**config.mk**
```make
export PLATFORM = sky130hd
export DESIGN_NAME = serial_twos_comp_mc
export DESIGN_NICKNAME = d
export VERILOG_FILES = /design/src/rtl/serial_twos_comp_mc.sv
export SDC_FILE = /design/constraint.sdc
export NUM_CORES = 1
export LEC_CHECK = 0
export CORE_UTILIZATION = 43
export DETAILED_ROUTE_END_ITERATION = 8
export PLACE_DENSITY_LB_ADDON = 0.1
export SLEW_MARGIN = 15
export SYNTH_ARGS = -nofsm -noshare
export SYNTH_HDL_FRONTEND = slang
export SYNTH_SLANG_ARGS = --single-unit
```
**constraint.sdc**
```tcl
create_clock -name t_clk -period 1.5 [get_ports t_clk]
set_input_delay 0.3 -clock t_clk [delete_from_list [all_inputs] [get_ports t_clk]]
set_output_delay 0.3 -clock t_clk [all_outputs]
set_load 0.005 [all_outputs]
```
**src/rtl/serial_twos_comp_mc.sv**
```systemverilog
// rtl/serial_twos_comp_mc.sv - multi-lane word-framed bit-serial two's-complement negator
// LSB-first serial negation per lane with framing, stall, restart and overflow reporting.
module serial_twos_comp_mc #(
  parameter int WIDTH = 8,
  parameter int LANES = 4
) (
  input  logic             t_clk,
  input  logic             rn,
  input  logic             in_valid,
  input  logic             in_sof,
  input  logic [LANES-1:0] in_bit,
  input  logic [LANES-1:0] neg_en,
  output logic             out_valid,
  output logic             out_sof,
  output logic             out_eof,
  output logic [LANES-1:0] out_bit,
  output logic [LANES-1:0] ovf,
  output logic             frame_err
);

  localparam int IW = $clog2(WIDTH);
  localparam logic [IW-1:0] LAST_IDX = IW'(WIDTH - 1);

  typedef enum logic {IDLE, RUN} state_t;

  state_t           state_q, state_d;
  logic [IW-1:0]    bit_idx_q, bit_idx_d;
  logic [LANES-1:0] seen_q, seen_d;
  logic [LANES-1:0] neg_lat_q, neg_lat_d;

  logic             sof_beat, accept, restart, last;
  logic [IW-1:0]    cur_idx;
  logic [LANES-1:0] neg_eff, seen_eff;
  logic [LANES-1:0] out_bit_d, ovf_d;

  always_comb begin
    sof_beat  = in_valid & in_sof;
    accept    = sof_beat | (in_valid & (state_q == RUN));
    restart   = sof_beat & (state_q == RUN) & (bit_idx_q != '0);
    cur_idx   = sof_beat ? '0 : bit_idx_q;
    last      = accept & (cur_idx == LAST_IDX);
    neg_eff   = sof_beat ? neg_en : neg_lat_q;
    seen_eff  = sof_beat ? '0 : seen_q;

    state_d   = state_q;
    bit_idx_d = bit_idx_q;
    seen_d    = seen_q;
    neg_lat_d = neg_lat_q;
    if (accept) begin
      state_d   = last ? IDLE : RUN;
      bit_idx_d = last ? '0 : cur_idx + IW'(1);
      seen_d    = seen_eff | in_bit;
      neg_lat_d = neg_eff;
    end

    // Bits up to and including the first 1 pass; everything above it inverts.
    out_bit_d = accept ? (in_bit ^ (neg_eff & seen_eff)) : '0;
    // Only -2^(WIDTH-1) reaches the MSB as a 1 with no lower 1 seen.
    ovf_d     = last ? (neg_eff & in_bit & ~seen_eff) : '0;
  end

  always_ff @(posedge t_clk or negedge rn) begin
    if (!rn) begin
      state_q   <= IDLE;
      bit_idx_q <= '0;
      seen_q    <= '0;
      neg_lat_q <= '0;
      out_valid <= 1'b0;
      out_sof   <= 1'b0;
      out_eof   <= 1'b0;
      out_bit   <= '0;
      ovf       <= '0;
      frame_err <= 1'b0;
    end else begin
      state_q   <= state_d;
      bit_idx_q <= bit_idx_d;
      seen_q    <= seen_d;
      neg_lat_q <= neg_lat_d;
      out_valid <= accept;
      out_sof   <= sof_beat;
      out_eof   <= last;
      out_bit   <= out_bit_d;
      ovf       <= ovf_d;
      frame_err <= restart;
    end
  end

endmodule

```
Word level (Yosys, flattened, before mapping)
Cells that the tools add are included.
- word-level logic and storage cells: 32
- bits of input ports: 12
- register bits after elaboration: 24
- mux-type cells: 7
- equality and inequality tests: 1
- bitwise gates (word level): 12
- $add $sub $neg: 1
- reductions and logical operators: 1
- operator list (cell ; number):
    4-bit two-way mux ; 4
    4-bit AND ; 3
    3-bit two-way mux ; 2
    1-bit AND ; 5
    4-bit NOT ; 1
    4-bit OR ; 1
    4-bit XOR ; 1
    3-bit by 1-bit adder with 3-bit output (second input constant) ; 1
    3-bit == test (second input constant) ; 1
    3-bit nonzero test ; 1
    1-bit two-way mux ; 1
    1-bit OR ; 1

Logic depth before layout (Yosys ltp)
- depth in word-level cells: 5
- mapped depth: 9
- mapped depth without buffers: 7

Least setup slack after synthesis
No wires, ideal clock.
- path type: input to register
- from: input in_sof
- to: register ovf[3]
- data required time: 1380 ps
- stages on the path: 9
- path slack: 27 ps
- setup time: 120 ps
- data arrival time: 1353 ps
- cell sequence: nand2_2 -> inv_2 -> buf_6 -> nor2_1 -> ha_1 -> ha_1 -> and2_1 -> clkbuf_1 -> and3_1
- word-level cells in the longest chain between the ends: 5
- RTL lines (what ; line ; RTL):
    start: declaration ; 10 ; input logic in_sof,
    1-bit AND (*) ; 37 ; sof_beat = in_valid & in_sof;
    net sof_beat ; 31 ; logic sof_beat, accept, restart, last;
    3-bit two-way mux ; 40 ; cur_idx = sof_beat ? '0 : bit_idx_q;
    3-bit == test ; 41 ; last = accept & (cur_idx == LAST_IDX);
    1-bit AND (*) ; 41 ;
    net last ; 31 ;
    4-bit two-way mux (*) ; 59 ; ovf_d = last ? (neg_eff & in_bit & ~seen_eff) : '0;
    net ovf_d[3] ; 34 ; logic [LANES-1:0] out_bit_d, ovf_d;
    end signal: assignment ; 83 ; ovf <= ovf_d;
    end: declaration ; 17 ; output logic [LANES-1:0] ovf,
Mark *: on every way through the listed nets, which the timed path passes. The rest lies on a longest branch.
A chain may end at the register's enable or synchronous reset.

Worst setup path in the final report
- from: register ovf[2]
- to: output ovf[2]
No word-level cell between the ends.

==> impl_metrics.py <==
metrics = {
    "power": {
        "p_per_area_mw_per_mm2": 1123,
        "swShare_pct": 24.74,
        "power.internal_mw": 1.178,
        "power_frac_comb_pct": 20.8,
        "p_seq_share_pct": 49.6,
        "p_leak_nw": 0.7353,
        "p_sw_mw": 0.3872,
        "clock_power_share_pct": 29.6,
        "finalPower_mw": 1.565,
        "ir_drop_mv": 0.6540,
    },
    "setup_path": {
        "cp_top_family": "buffers and inverters",
        "cp_max_fo": 1,
        "cp.buffers_inverters": 1,
        "crit_slowest_cell": "clkdlybuf4s50_1",
        "max_stage_delay_ns": 0.49,
        "required_ns": 1.20,
        "timing.critical_path.from_type": "flop",
        "path_class": "reg -> out",
        "crit_chain": "clkdlybuf4s50_1",
        "arrival_ns": 1.15,
        "endpoint_kind": "output pin",
    },
    "die": {
        "core_region_area_sq_mm": 0.002212,
        "die_w_um": 50.61,
        "start_util_pct": 45.93,
        "fp.dieArea_sq_mm": 0.002561,
        "fp.dieH_um": 50.61,
        "ios": 24,
        "num_rows": 17,
    },
    "cells_and_area": {
        "final_nets": 139,
        "fin_area_sq_mm": 0.001394,
        "fin_util_pct": 63.01,
        "fillers": 193,
        "antenna_cells": 0,
        "drive_gt1_share_pct": 17.74,
        "syn2layout_area_growth_pct": 37.19,
        "final_cells": 152,
    },
    "sta": {
        "drv_slew": 0,
        "clock_skew_ns": 0.01443,
        "rsz0062_at_grt": "no",
        "min_period_ns": 1.450,
        "setup_viol": 0,
        "fmax_mhz": 689.5,
        "finalSetupTns_ns": 0,
        "fin_ws_ns": 0.04976,
        "worstMarginPinSlew_ns": 0.2990,
        "fin_crit_sh_pct": 96.68,
        "slew_headroom_pct": 80.07,
        "hold_viol": 0,
        "whs_ns": 0.3240,
    },
    "synth": {
        "syn_area_per_cell_sq_um": 11.04,
        "ys_seq_area_share_pct": 59.11,
        "synth.most_common_cell": "dfrtp_1",
        "synth_area_leaders": "dfrtp_1 (59%), o21ai_0 (5.4%), a21bo_2 (3.9%), a22o_1 (3.4%), nand2_1 (3.0%)",
        "yosysTopAreaCellShare_pct": 59.11,
        "synth_fp_nets": 106,
        "ys_top_cells_by_count": "dfrtp_1 (24), o21ai_0 (11), nand2_1 (8), nor2_1 (6)",
        "synth_top_area_cell": "dfrtp_1",
        "synth_warnings": 0,
        "synth_ff_type": "dfrtp_1",
        "ys_types": 24,
        "synth_cells": 92,
        "ys_seq_elements": 24,
        "syn_area_sq_mm": 0.001016,
        "async_reset_ff_share_pct": 100.0,
        "synth-edff-count": 0,
    },
    "grt": {
        "grt_max_degree": 25,
        "grt_pass1_vias": 769,
        "grt_pass1_wl_um": 3415,
        "gr-total-overflow": 0,
        "grt.total_usage_pct": 18.37,
        "antenna_found_initial": 0,
    },
    "placement": {
        "gp_congestion": 0.8048,
        "place_inst": 148,
        "dp_worst_setup_slack_ns": -0.4596,
        "io_buffers": 23,
        "placed_area_sq_mm": 0.001326,
        "dpl.hpwl_um": 1463,
    },
    "clock_tree": {
        "postCtsSetupBuffers": 0,
        "holdBufCountCts": 0,
        "clk_pin_slew_worst_paths_ns": 0.14,
        "clk_latency_ns": 0.31,
        "clk_path_buf_depth": 2,
        "htreeDepth": 1,
        "numCtsBuffers": 3,
        "root_buffer": "clkbuf_4",
        "cts_tree": "done",
        "clock_sinks": 24,
    },
    "run": {
        "drv_cap": 0,
    },
    "routing": {
        "via_per_inst": 5.151,
        "route.detailed.drc": 0,
        "ant_nets": 0,
        "first_iter_violations": 18,
        "drt-total-wl_um": 2026,
        "wire_per_inst_um": 13.33,
        "vias": 783,
        "dr.pass1.iters": 4,
    },
    "worst_hold_path": {
        "hold_path.class": "in -> async",
    },
    "outcome": {
        "outcome": "finished, final reports clean",
    },
}
-- layer usage --
layer  global-route usage [%]  share of wire (%)  vias to the layer above
li1                         -                  -                      384
met1                    23.23                 46                      376
met2                    31.56                 49                       21
met3                    3.636                4.3                        2
met4                    5.556               0.69                        0
met5                        0                  0                        -
-- state kept, by name (all words and copies together) (netlist names), 3 cells and up --
signal	cells
neg_lat_q	4
out_bit	4
ovf	4
seen_q	4
bit_idx_q	3
-- layout by cell type, fill, tap and decap left out, types with 2 or more instances in the layout --
cell / Yosys / layout
a21boi_0: 3 / 3
buf_4: 0 / 10
and3_1: 4 / 4
dfrtp_1: 24 / 24
nor2_1: 6 / 6
nand2_1: 8 / 8
nand3b_1: 2 / 2
or3_1: 4 / 4
ha_1: 2 / 2
inv_1: 2 / 2
dlymetal6s2s_1: 0 / 6
clkdlybuf4s50_1: 0 / 15
o21ai_0: 11 / 11
a22o_1: 4 / 4
dlygate4sd2_1: 0 / 2
nand3_1: 4 / 4
clkbuf_4: 0 / 3
a21bo_2: 4 / 4
-- power by group through the flow --
stage	clock network (mW)	logic [mW]	registers, mW
finish	0.463	0.325	0.777
global route	0.494	0.369	0.789
CTS	0.468	0.332	0.777
detailed placement	0	0.329	0.791
global placement	0	0.318	0.788
floorplan	0	0.170	0.786
-- repair_timing --
action,CTS,global route
pin swaps,0,0
gates resized for setup,4,6
setup endpoints to repair,5,6
-- cell families after synthesis --
family	synth area share [%]
flip-flops	59.11
adder cells (fa/ha/maj)	2.463
AO/OA/AOI/OAI	17.49
AND/OR/NAND/NOR	16.87
buffers and inverters	4.063
-- cell type report --
type	instances	area [sq um]	area share (%)
clock inverters	1	30.03	2.154
flip-flops and latches	24	600.6	43.09
multi-input cells	60	376.6	27.02
well taps	28	35.03	2.513
clock buffers	3	22.52	1.616
inverters	3	11.26	0.8079
repair buffers	33	317.8	22.80
-- final timing paths --
path	endpoint	startpoint	slack, ns	depth (start not counted)
setup / recovery	ovf[2]	ovf[2]	0.05	1
min in group t_clk	frame_err	bit_idx_q[2]	0.53	1
hold / removal	neg_lat_q[3]	rn	0.32	2
hold reg to reg	frame_err	bit_idx_q[2]	0.53	1
setup reg to reg	ovf[2]	bit_idx_q[0]	0.12	5
max in group asynchronous	ovf[2]	rn	0.93	2
-- worst reg2reg max path: stages, from the launching register on --
cell and delay (ns):
dfrtp_1 0.40, and2_1 0.14, ha_1 0.19, ha_1 0.22
and2_4 0.17, and3_1 0.16
Power figures use the tool's default switching activity.
